**src/rtl/cbd_poly_writer_if.sv**
```systemverilog
// Bundles the sample stream, polynomial RAM ports and status flags of cbd_poly_writer.
// The slave modport is the writer itself; master is whoever drives samples and owns the RAM.
interface cbd_poly_writer_if #(
    parameter int COEFF_W = 12,
    parameter int ADDR_W  = 8
);
    logic               start;
    logic               accumulate;
    logic               in_valid;
    logic               in_ready;
    logic [2:0]         in_coeff;
    logic               mem_rd_en;
    logic [ADDR_W-1:0]  mem_raddr;
    logic [COEFF_W-1:0] mem_rdata;
    logic               mem_wr_en;
    logic [ADDR_W-1:0]  mem_waddr;
    logic [COEFF_W-1:0] mem_wdata;
    logic               busy;
    logic               done;
    logic               err;

    modport slave (
        input  start, accumulate, in_valid, in_coeff, mem_rdata,
        output in_ready, mem_rd_en, mem_raddr, mem_wr_en, mem_waddr, mem_wdata,
        output busy, done, err
    );

    modport master (
        output start, accumulate, in_valid, in_coeff, mem_rdata,
        input  in_ready, mem_rd_en, mem_raddr, mem_wr_en, mem_waddr, mem_wdata,
        input  busy, done, err
    );
endinterface

```
**src/rtl/cbd_poly_writer.sv**
```systemverilog
// Maps a stream of 256 signed CBD samples into [0,q) and writes (or adds mod q) them
// into the polynomial RAM through a fixed two-stage read/add/write pipeline.
module cbd_poly_writer #(
    parameter int Q       = 3329,
    parameter int N       = 256,
    parameter int COEFF_W = 12,
    parameter int ETA     = 2,
    parameter int ADDR_W  = 8
) (
    input logic              clk,
    input logic              reset,
    cbd_poly_writer_if.slave bus
);

    typedef enum logic [1:0] {IDLE, RUN, DRAIN, DONE} state_t;

    localparam logic [COEFF_W:0]  Q_WIDE = (COEFF_W + 1)'(Q);
    localparam logic [ADDR_W:0]   LAST_K = (ADDR_W + 1)'(N - 1);

    state_t state;
    state_t state_next;

    logic [ADDR_W:0]    count;
    logic               acc_mode;
    logic               err_flag;
    logic               accept;
    logic               start_ok;
    logic signed [2:0]  coeff;
    logic               illegal;
    logic [COEFF_W-1:0] mapped;

    logic               a_valid;
    logic [ADDR_W-1:0]  a_addr;
    logic [COEFF_W-1:0] a_w;
    logic               b_valid;
    logic [ADDR_W-1:0]  b_addr;
    logic [COEFF_W-1:0] b_data;

    logic [COEFF_W:0]   sum;
    logic [COEFF_W-1:0] result;

    assign coeff    = bus.in_coeff;
    assign accept   = bus.in_valid & bus.in_ready;
    assign start_ok = bus.start & (state == IDLE);

    assign illegal = (coeff > ETA) || (coeff < -ETA);

    always_comb begin
        mapped = '0;
        if (!illegal) begin
            if (coeff < 0)
                mapped = COEFF_W'(Q + int'(coeff));
            else
                mapped = COEFF_W'(int'(coeff));
        end
    end

    // RAM data arrives one cycle after the read issued at acceptance; a single
    // conditional subtraction suffices because both operands are below q.
    always_comb begin
        sum    = {1'b0, bus.mem_rdata} + {1'b0, a_w};
        result = a_w;
        if (acc_mode) begin
            if (sum >= Q_WIDE)
                result = COEFF_W'(sum - Q_WIDE);
            else
                result = sum[COEFF_W-1:0];
        end
    end

    assign bus.mem_rd_en = accept & acc_mode;
    assign bus.mem_raddr = bus.mem_rd_en ? count[ADDR_W-1:0] : '0;
    assign bus.mem_wr_en = b_valid;
    assign bus.mem_waddr = b_addr;
    assign bus.mem_wdata = b_data;
    assign bus.err       = err_flag;

    always_ff @(posedge clk or negedge reset) begin
        if (!reset)
            state <= IDLE;
        else
            state <= state_next;
    end

    // In DRAIN no new samples enter, so once stage A is empty the only pending
    // write is the one being performed this cycle and done can follow next cycle.
    always_comb begin
        state_next   = state;
        bus.in_ready = 1'b0;
        bus.busy     = 1'b0;
        bus.done     = 1'b0;
        case (state)
            IDLE: begin
                if (bus.start)
                    state_next = RUN;
            end
            RUN: begin
                bus.in_ready = 1'b1;
                bus.busy     = 1'b1;
                if (accept && (count == LAST_K))
                    state_next = DRAIN;
            end
            DRAIN: begin
                bus.busy = 1'b1;
                if (!a_valid)
                    state_next = DONE;
            end
            DONE: begin
                bus.done   = 1'b1;
                state_next = IDLE;
            end
            default: state_next = IDLE;
        endcase
    end

    always_ff @(posedge clk or negedge reset) begin
        if (!reset) begin
            count    <= '0;
            acc_mode <= 1'b0;
            err_flag <= 1'b0;
        end else if (start_ok) begin
            count    <= '0;
            acc_mode <= bus.accumulate;
            err_flag <= 1'b0;
        end else if (accept) begin
            count <= count + 1'b1;
            if (illegal)
                err_flag <= 1'b1;
        end
    end

    always_ff @(posedge clk or negedge reset) begin
        if (!reset) begin
            a_valid <= 1'b0;
            a_addr  <= '0;
            a_w     <= '0;
            b_valid <= 1'b0;
            b_addr  <= '0;
            b_data  <= '0;
        end else begin
            a_valid <= accept;
            if (accept) begin
                a_addr <= count[ADDR_W-1:0];
                a_w    <= mapped;
            end
            b_valid <= a_valid;
            if (a_valid) begin
                b_addr <= a_addr;
                b_data <= result;
            end
        end
    end

endmodule
```
**src/flat_wrapper.sv**
```systemverilog
// flat-port wrapper written by rule: the top's interface ports become plain ports
module cbd_poly_writer_flat 
#(
    parameter int Q       = 3329,
    parameter int N       = 256,
    parameter int COEFF_W = 12,
    parameter int ETA     = 2,
    parameter int ADDR_W  = 8
)
  (clk, reset, bus_start, bus_accumulate, bus_in_valid, bus_in_coeff, bus_mem_rdata, bus_in_ready, bus_mem_rd_en, bus_mem_raddr, bus_mem_wr_en, bus_mem_waddr, bus_mem_wdata, bus_busy, bus_done, bus_err);
  cbd_poly_writer_if #(.COEFF_W(COEFF_W), .ADDR_W(ADDR_W)) bus_i ();
  input logic clk;
  input logic reset;
  input wire logic [$bits(bus_i.start)-1:0] bus_start;
  input wire logic [$bits(bus_i.accumulate)-1:0] bus_accumulate;
  input wire logic [$bits(bus_i.in_valid)-1:0] bus_in_valid;
  input wire logic [$bits(bus_i.in_coeff)-1:0] bus_in_coeff;
  input wire logic [$bits(bus_i.mem_rdata)-1:0] bus_mem_rdata;
  output wire logic [$bits(bus_i.in_ready)-1:0] bus_in_ready;
  output wire logic [$bits(bus_i.mem_rd_en)-1:0] bus_mem_rd_en;
  output wire logic [$bits(bus_i.mem_raddr)-1:0] bus_mem_raddr;
  output wire logic [$bits(bus_i.mem_wr_en)-1:0] bus_mem_wr_en;
  output wire logic [$bits(bus_i.mem_waddr)-1:0] bus_mem_waddr;
  output wire logic [$bits(bus_i.mem_wdata)-1:0] bus_mem_wdata;
  output wire logic [$bits(bus_i.busy)-1:0] bus_busy;
  output wire logic [$bits(bus_i.done)-1:0] bus_done;
  output wire logic [$bits(bus_i.err)-1:0] bus_err;
  assign bus_i.start = bus_start;
  assign bus_i.accumulate = bus_accumulate;
  assign bus_i.in_valid = bus_in_valid;
  assign bus_i.in_coeff = bus_in_coeff;
  assign bus_i.mem_rdata = bus_mem_rdata;
  assign bus_in_ready = bus_i.in_ready;
  assign bus_mem_rd_en = bus_i.mem_rd_en;
  assign bus_mem_raddr = bus_i.mem_raddr;
  assign bus_mem_wr_en = bus_i.mem_wr_en;
  assign bus_mem_waddr = bus_i.mem_waddr;
  assign bus_mem_wdata = bus_i.mem_wdata;
  assign bus_busy = bus_i.busy;
  assign bus_done = bus_i.done;
  assign bus_err = bus_i.err;
  cbd_poly_writer #(.Q(Q), .N(N), .COEFF_W(COEFF_W), .ETA(ETA), .ADDR_W(ADDR_W)) u_core (.clk(clk), .reset(reset), .bus(bus_i));
endmodule
```
**config.mk**
```make
export PLATFORM = sky130hd
export DESIGN_NAME = cbd_poly_writer_flat
export DESIGN_NICKNAME = d
export VERILOG_FILES = /design/src/rtl/cbd_poly_writer_if.sv /design/src/rtl/cbd_poly_writer.sv /design/src/flat_wrapper.sv
export SDC_FILE = /design/constraint.sdc
export NUM_CORES = 1
export LEC_CHECK = 0
export ABC_AREA = 1
export CAP_MARGIN = 30
export CORE_MARGIN = 2
export CORE_UTILIZATION = 50
export CTS_CLUSTER_DIAMETER = 100
export DETAILED_ROUTE_END_ITERATION = 6
export GPL_TIMING_DRIVEN = 1
export PLACE_DENSITY = 0.83
export SLEW_MARGIN = 20
export SYNTH_ARGS = -nofsm -noshare
export SYNTH_HDL_FRONTEND = slang
export SYNTH_SLANG_ARGS = --single-unit
```
**constraint.sdc**
```tcl
create_clock -name clk -period 3.3 [get_ports clk]
set_input_delay 0.495 -clock clk [delete_from_list [all_inputs] [get_ports clk]]
set_output_delay 0.495 -clock clk [all_outputs]
set_load 0.1 [all_outputs]
```
Yosys cells after proc, flatten, opt, wreduce, memory -nomap -nowiden
Cells that the tools add are included.
{"block": "totals", "regBits": 55, "latchBits": 0, "mem_bits_rw": 0, "rom_bits": 0, "in_bits": 20, "wordCells": 53, "n_memories": 0}
{"block": "op_classes", "addsub": 4, "multipliers": 0, "div_mod_pow": 0, "order_cmp": 4, "eq_ne": 7, "n_shift": 0, "mux": 17, "bitwise_logic": 3, "reduce_logical": 8}
{"operator": "two-way mux 12 bit", "count": 4}
{"operator": "two-way mux 9 bit", "count": 2}
{"operator": "adder 12 x 12 -> 13 bit", "count": 1}
{"operator": ">= comparator 13 x 12 -> 1 bit (second input constant)", "count": 1}
{"operator": "adder 11 x 3 -> 12 bit (first input constant)", "count": 1}
{"operator": "subtractor 12 bit (second input constant)", "count": 1}
{"operator": "adder 9 x 1 -> 9 bit (second input constant)", "count": 1}
{"operator": "== test 9 x 8 -> 1 bit (second input constant)", "count": 1}
{"operator": "two-way mux 8 bit", "count": 1}
{"operator": "one-hot mux 2 bit (4 select lines)", "count": 1}
{"operator": "two-way mux 1 bit", "count": 6}
{"operator": "two-way mux 2 bit", "count": 3}
{"operator": "== test 2 bit (second input constant)", "count": 2}
{"operator": "inequality test 2 bit (second input constant)", "count": 2}
{"operator": "nonzero test 2 bit", "count": 2}
{"operator": "bitwise AND 1 bit", "count": 3}
{"operator": "> comparator 3 bit (second input constant)", "count": 1}
{"operator": "< comparator 3 x 1 -> 1 bit (second input constant)", "count": 1}
{"operator": "< comparator 3 x 2 -> 1 bit (second input constant)", "count": 1}
{"operator": "AND reduction 3 bit", "count": 1}
{"operator": "== test 2 x 1 -> 1 bit (second input constant)", "count": 1}
{"operator": "zero test 2 bit", "count": 1}
{"operator": "inequality test 2 x 1 -> 1 bit (second input constant)", "count": 1}
{"operator": "AND reduction 2 bit", "count": 1}
{"operator": "3 further kinds", "count": 3}

Longest topological paths before layout
Gate-level depths: netlist of the first run.
{"block": "logic_depth", "depth_word": 6, "depth_mapped": 20, "depth_no_buf": 19}

Worst setup path after synthesis of the first run
Ideal clock, no wire load.
{"block": "synth_path", "kind": "register to output", "startpoint": "reg u_core.state[1]", "endpoint": "out bus_mem_raddr[0]", "arrival_ps": 3916, "required_time_ps": 2805, "path_slack_ps": -1111, "stages_incl_launch_ff": 6, "path_buffers": 1, "cell_sequence": "dfrtp_1 > inv_1 > ha_1 > nand2_1 > clkbuf_1 > nor3_1"}
{"block": "synth_via", "elab_chain_cells": 5}
{"item": "start: declaration", "line_no": "cbd_poly_writer.sv:20", "rtl": "state_t state;"}
{"item": "start signal: assignment", "line_no": "cbd_poly_writer.sv:82", "rtl": "state <= state_next;"}
{"item": "== test 2 x 1 -> 1 bit", "line_no": "cbd_poly_writer.sv:92", "rtl": "case (state)"}
{"item": "two-way mux 1 bit", "line_no": "cbd_poly_writer.sv:92"}
{"item": "via bus_in_ready", "line_no": "flat_wrapper.sv:19", "rtl": "output wire logic [$bits(bus_i.in_ready)-1:0] bus_in_ready;"}
{"item": "bitwise AND 1 bit", "line_no": "cbd_poly_writer.sv:43", "rtl": "assign accept = bus.in_valid & bus.in_ready;"}
{"item": "bitwise AND 1 bit", "line_no": "cbd_poly_writer.sv:71", "rtl": "assign bus.mem_rd_en = accept & acc_mode;"}
{"item": "two-way mux 8 bit", "line_no": "cbd_poly_writer.sv:72", "rtl": "assign bus.mem_raddr = bus.mem_rd_en ? count[ADDR_W-1:0] : '0;"}
{"item": "end: declaration", "line_no": "flat_wrapper.sv:21", "rtl": "output wire logic [$bits(bus_i.mem_raddr)-1:0] bus_mem_raddr;"}
The timed path passes the listed nets, and every way through them passes these cells.

Final worst setup path of the first run
{"block": "layout_path", "startpoint": "in bus_mem_rdata[0]", "endpoint": "reg u_core.b_data[7] (netlist: u_core.bus.mem_wdata[7])"}
{"block": "layout_via", "elab_chain_cells": 4, "elab_cells_between_ends": 5, "cone_classes": "add/sub: 2; order compare: 1; mux: 2"}
{"item": "start: declaration", "line_no": "flat_wrapper.sv:18", "rtl": "input wire logic [$bits(bus_i.mem_rdata)-1:0] bus_mem_rdata;"}
{"item": "adder 12 x 12 -> 13 bit (*)", "line_no": "cbd_poly_writer.sv:61", "rtl": "sum = {1'b0, bus.mem_rdata} + {1'b0, a_w};"}
{"item": "subtractor 12 bit / >= comparator 13 x 12 -> 1 bit (equally long branches)", "line_no": "cbd_poly_writer.sv:65, cbd_poly_writer.sv:64"}
{"item": "two-way mux 12 bit (*)", "line_no": "cbd_poly_writer.sv:64", "rtl": "if (sum >= Q_WIDE)"}
{"item": "two-way mux 12 bit (*)", "line_no": "cbd_poly_writer.sv:63", "rtl": "if (acc_mode) begin"}
{"item": "end signal: assignment", "line_no": "cbd_poly_writer.sv:149", "rtl": "b_data <= result;"}
{"item": "end: declaration", "line_no": "cbd_poly_writer.sv:37", "rtl": "logic [COEFF_W-1:0] b_data;"}
Every way passes the cells marked *; elsewhere a longest branch is shown, timed or not.
A chain may end at the register's enable or synchronous reset.

==> out/qor.csv, run 1 <==
metric;value;unit
ir_worst_vdd;1.08;mV
drt-initial-drc-count;229;
postSynthCellCount;459;
drc;0;
status;completed;
syn-cell-area;3190;µm²
area.growth.synth_to_final;26.7;%
rows;29;
first_global_vias;2971;
clock-root-buffer;clkbuf_8;
cap_violations;0;
fin_crit_sh;90.4;%
io_buffer_count;53;
power_density;1080;nW/µm²
final_nets;554;
async_flop_share;100;%
synth.largest_area_cell;dfrtp_1;
vias;3075;
routabilityCongestion;0.840;
synth_warnings;0;
power.internal;0.00185;W
die_x;83.8;µm
synth_common_cells;nand2_1, inv_1, dfrtp_1;
cts.htree.levels;2;
drv_slew;0;
synth_nets;501;
comb_power_share;66.1;%
cts_tree;done;
rsz0062_at_grt;false;
grt_pass1_wl;13.1;mm
grt_max_degree;29;
setup_viol;0;
n_antenna_cell;0;
num-fill-cells;555;
fin_crit;2.98;ns
clockBufferDepth;2;
ctsResizeCount;0;
p_clk_share;11.4;%
ys.flop_type;dfrtp_1;
leakagePower;2.05;nW
netSwitchingPower;0.00252;W
antenna_found_initial;0;
synth-seq-cells;49;
reg2reg_depth;15;
yosys-top-cells-area;dfrtp_1, nand2_1, ha_1;
grt_usage;22.8;%
hold_class;in -> async;
routed_wl;7.80;mm
drive_above_1_share;9.16;%
wl_per_cell;13.2;µm
drtAntennaViolNets;0;
post-route-util;64.7;%
die_area;7030;µm²
clock_skew;0.00786;ns
crit_arrival;3.21;ns
endpoint_kind;register;
vias_per_cell;5.21;
max_freq;335;MHz
clock_latency;0.30;ns
sw_frac_of_total;57.7;%
grt.overflow.total;0;
initial_core_util;51.1;%
crit_type;in -> reg;
numCtsBuffers;5;
synth_cell_types;29;
cp_data_required_time;3.52;ns
fp.dieH;83.8;µm
clk_pin_slew;0.09;ns
dr.pass1.iters;6;
ys_seq_area_share;38.5;%
design.core.area;6240;µm²
pin_count;54;
post_cts_buffers;0;
path_max_fanout;22;
synth_top_cell_area_share;38.5;%
synth_edf_count;0;
maxSlewHeadroom;32.1;%
synth_most_common_cell;nand2_1;
critPathLaunchType;primary input;
p_seq_share;22.5;%
clock-sinks;49;
place_hpwl;5.93;mm
syn_avg_cell_area;6.94;µm²
tightest_slew;1.01;ns
finalPower;0.00438;W
final_hold_viol_count;0;
holdBufCountCts;0;
## power by group through the flow
stage | clock, W | sequential (W) | combinational (W)
final | 0.000500 | 0.000985 | 0.00289
after floorplan | 0 | 0.00174 | 0.00152
after global placement | 0 | 0.000986 | 0.00281
after detailed placement | 0 | 0.000994 | 0.00287
after global routing | 0.000526 | 0.00102 | 0.00313
after CTS | 0.000508 | 0.000985 | 0.00289
## sequential cells by signal, indices dropped and copies added, names as in the netlist
| name | cells |
|---|---|
| u_core.bus.mem_waddr | 8 |
| u_core.bus.mem_wdata | 12 |
| u_core.a_valid | 1 |
| u_core.bus.err | 1 |
| u_core.count | 9 |
| u_core.a_w | 6 |
| u_core.acc_mode | 1 |
| u_core.a_addr | 8 |
| u_core.state | 2 |
| u_core.bus.mem_wr_en | 1 |
## cells in the final DEF (no fill, tap or decap), types with 2 or more instances in the layout
| master | count |
|---|---|
| clkdlybuf4s50_1 | 38 |
| xor2_1 | 4 |
| nand3_2 | 2 |
| nor3_1 | 6 |
| nor2_1 | 32 |
| buf_4 | 10 |
| ha_1 | 21 |
| inv_1 | 59 |
| dfrtp_1 | 49 |
| bufinv_16 | 2 |
| nand3_1 | 37 |
| nand4_1 | 4 |
| clkbuf_8 | 5 |
| buf_12 | 8 |
| o21ai_1 | 2 |
| nand2_1 | 153 |
| nor2_2 | 4 |
| o21ai_0 | 24 |
| nand2_2 | 5 |
| a21oi_1 | 29 |
| nor2_4 | 6 |
## worst paths after layout
kind	start	endpoint	slack (ns)
worst max-delay path	bus_mem_rdata[0]	u_core.bus.mem_wdata[7]	0.32
min in group clk	u_core.a_addr[5]	u_core.bus.mem_waddr[5]	0.49
worst min register to register	u_core.a_addr[5]	u_core.bus.mem_waddr[5]	0.49
worst min-delay path	reset	u_core.bus.mem_waddr[2]	0.16
worst max register to register	u_core.a_w[0]	u_core.bus.mem_wdata[7]	0.55
max in group asynchronous	reset	u_core.bus.mem_wdata[0]	2.60
## critical path, cell delays in order
cell and delay, ns:
clkdlybuf4s50_1 0.41, ha_1 0.24, fa_1 0.41, nand2_1 0.08
nand2_1 0.10, nand3_1 0.13, nand2_1 0.09, a21oi_1 0.18
nand3_1 0.11, nor2_2 0.11, nand3_2 0.10, nand2_2 0.31
o21ai_0 0.18, nand2_1 0.09, nand2_1 0.05, a21oi_1 0.14
## metal layers
metal | routed length, µm | GRT usage (%)
met2 | 3790 | 39.3
met1 | 3430 | 29.6
met5 | 0 | 0
met4 | 168 | 7.77
met3 | 412 | 3.17
## metrics by stage
stage | instances | hold slack [ns] | instance area [µm²] | setup TNS (ns) | setup slack (ns)
floorplan | 459 | 0.199 | 3240 | -0.266 | -0.266
global placement | 581 | 0.456 | 3880 | 0 | 0.148
detailed placement | 582 | 0.467 | 3910 | 0 | 0.0320
CTS | 590 | 0.178 | 4040 | 0 | 0.342
global route | 590 | 0.189 | 4040 | 0 | 0.104
finish | 590 | 0.161 | 4040 | 0 | 0.317
## area by class of cell
| cell class | count | area, µm² | area share, % |
|---|---|---|---|
| multi-input combinational | 338 | 1730 | 42.9 |
| sequential | 49 | 1230 | 30.4 |
| timing repair buffer | 57 | 621 | 15.4 |
| inverter | 61 | 229 | 5.67 |
| tap | 77 | 96.3 | 2.39 |
| clock buffer | 5 | 68.8 | 1.70 |
| clock inverter | 3 | 65.1 | 1.61 |
## cell families (layout without fill, tap and decap cells)
| kind of cell | Yosys count | in the layout | synth area share, % |
|---|---|---|---|
| flip-flops | 49 | 49 | 38.5 |
| XOR/XNOR | 4 | 4 | 1.10 |
| AND/OR/NAND/NOR | 251 | 251 | 32.6 |
| buffers and inverters | 72 | 126 | 8.87 |
| adder cells (fa/ha/maj) | 22 | 22 | 8.87 |
| AO/OA/AOI/OAI | 61 | 61 | 10.1 |
Note: power is estimated with default switching activity, not from simulation.
==> run 2: changes to the inputs <==
CORE_UTILIZATION = 54   (was 50)
PLACE_DENSITY = 0.88   (was 0.83)
==> run 2 against run 1 <==
Effect of this change: die area down 7.1%; highest routed layer unchanged; critical path type unchanged; final cell count fell by 0.68%; first-iteration DRC count fell by 20%; flip-flop and latch count unchanged; register-to-register slack worse by 0.10 ns; non-clock buffer count up 1; maximum frequency shrank 2.6%; utilization up 7.1 points; clock skew rose by 0.0072 ns; critical path depth stayed put; cell area is 0.28% lower; via count up 3.5%.
==> out/qor.csv, run 2 (synthesis gave the netlist of run 1 again) <==
metric;value;unit;change
clock_latency;0.31;ns;was 0.30 ns
maxSlewHeadroom;33.2;%;was 32.1%
initial_core_util;56.8;%;was 51.1%
clock-root-buffer;clkbuf_8;;unchanged
path_max_fanout;22;;unchanged
wl_per_cell;13.6;µm;was 13.2 µm
clk_pin_slew;0.09;ns;about the same
fp.dieH;80.8;µm;was 83.8 µm
io_buffer_count;53;;unchanged
clock_skew;0.0151;ns;was 0.00786 ns
place_hpwl;6.04;mm;was 5.93 mm
status;completed;;unchanged
grt_max_degree;29;;unchanged
first_global_vias;3079;;was 2,971
largest_register_ffs;12;;unchanged
n_antenna_cell;0;;unchanged
rows;27;;was 29
vias;3184;;was 3,075
final_common_cell;nand2_1;;unchanged
pin_count;54;;unchanged
die_x;80.8;µm;was 83.8 µm
rrSetupSlack;0.45;ns;was 0.55 ns
postPlaceCellArea;3910;µm²;about the same
reg2reg_from;u_core.a_w[0];;unchanged
drv_slew;0;;unchanged
grt_usage;26.8;%;was 22.8%
final_hold_viol_count;0;;unchanged
fin_crit;3.06;ns;was 2.98 ns
setup_viol;0;;unchanged
setup.worst_path.start;bus_mem_rdata[0];;unchanged
num-fill-cells;453;;was 555
holdBufCountCts;0;;unchanged
tightest_slew;0.999;ns;was 1.01 ns
cts.htree.levels;2;;unchanged
rsz0062_at_grt;false;;unchanged
post_cts_buffers;0;;unchanged
max_freq;326;MHz;was 335 MHz
routed_wl;7.96;mm;was 7.80 mm
final_nets;555;;was 554
fin_crit_sh;92.9;%;was 90.4%
area.growth.synth_to_final;26.4;%;was 26.7%
dr.pass1.iters;5;;was 6
grt_pass1_wl;13.8;mm;was 13.1 mm
drive_above_1_share;8.75;%;was 9.16%
drt-initial-drc-count;183;;was 229
grt.overflow.total;0;;unchanged
setup_tns;0;ns;unchanged
crit_type;in -> reg;;unchanged
clock-sinks;49;;unchanged
layout_common_cells;nand2_1, inv_1, dfrtp_1;;unchanged
cp_data_required_time;3.53;ns;was 3.52 ns
routabilityCongestion;0.944;;was 0.840
drc;0;;unchanged
hold_class;in -> async;;unchanged
design.core.area;5610;µm²;was 6240 µm²
vias_per_cell;5.43;;was 5.21
critPathLaunchType;primary input;;unchanged
numCtsBuffers;5;;unchanged
cts_tree;done;;unchanged
crit_arrival;3.29;ns;was 3.21 ns
clockBufferDepth;2;;unchanged
ctsResizeCount;0;;unchanged
antenna_found_initial;0;;unchanged
endpoint_kind;register;;unchanged
finalInstanceArea;4030;µm²;was 4040 µm²
cap_violations;0;;unchanged
die_area;6530;µm²;was 7030 µm²
drtAntennaViolNets;0;;unchanged
## run 2: through the flow
step           cells  setup slack (ns)  hold slack [ns]  utilization (%)
5_1_grt          586            0.0612            0.175             71.8
4_1_cts          586             0.313            0.161             71.8
6_report         586             0.236            0.148             71.8
3_3_place_gp     577            0.0958            0.457             69.4
3_5_place_dp     578           0.00818            0.462             69.7
2_1_floorplan    459            -0.266            0.199                -
## run 2: critical path: stages
cell	delay, ns
clkdlybuf4s50_1	0.41
ha_1	0.24
fa_1	0.41
nand2_1	0.09
nand2_1	0.10
nand3_1	0.15
nand2_1	0.09
a21oi_1	0.20
nand3_1	0.12
nor2_2	0.11
nand3_2	0.09
nand2_2	0.31
nand2_1	0.13
o21ai_2	0.09
nand2_1	0.09
a21oi_1	0.15
## run 2: worst paths after layout
path,to,cells after the start
worst max-delay path,u_core.bus.mem_wdata[1],16
worst min-delay path,u_core.a_addr[4],1
worst max register to register,u_core.bus.mem_wdata[1],15
worst min register to register,u_core.bus.mem_waddr[2],2
max in group asynchronous,u_core.a_w[7],2
min in group clk,u_core.bus.mem_waddr[2],2
## run 2: final cells by class
type | count | area (µm²) | share of cell area, %
timing repair buffer | 58 | 633 | 15.7
clock buffer | 7 | 86.3 | 2.14
clock inverter | 1 | 30.0 | 0.746
inverter | 61 | 229 | 5.69
sequential | 49 | 1230 | 30.4
multi-input combinational | 338 | 1730 | 43.0
tap | 72 | 90.1 | 2.24
## run 2: metal layers
metal,up-vias,part of all wire [%],global-route usage (%)
li1,1563,-,-
met5,-,0,0
met2,112,49,44.0
met3,19,5.4,4.11
met4,0,1.5,8.47
met1,1490,44,36.6
Power of run 2 is not shown: default switching activity piles up to over one toggle a cycle in this logic, so the estimate is an artifact.
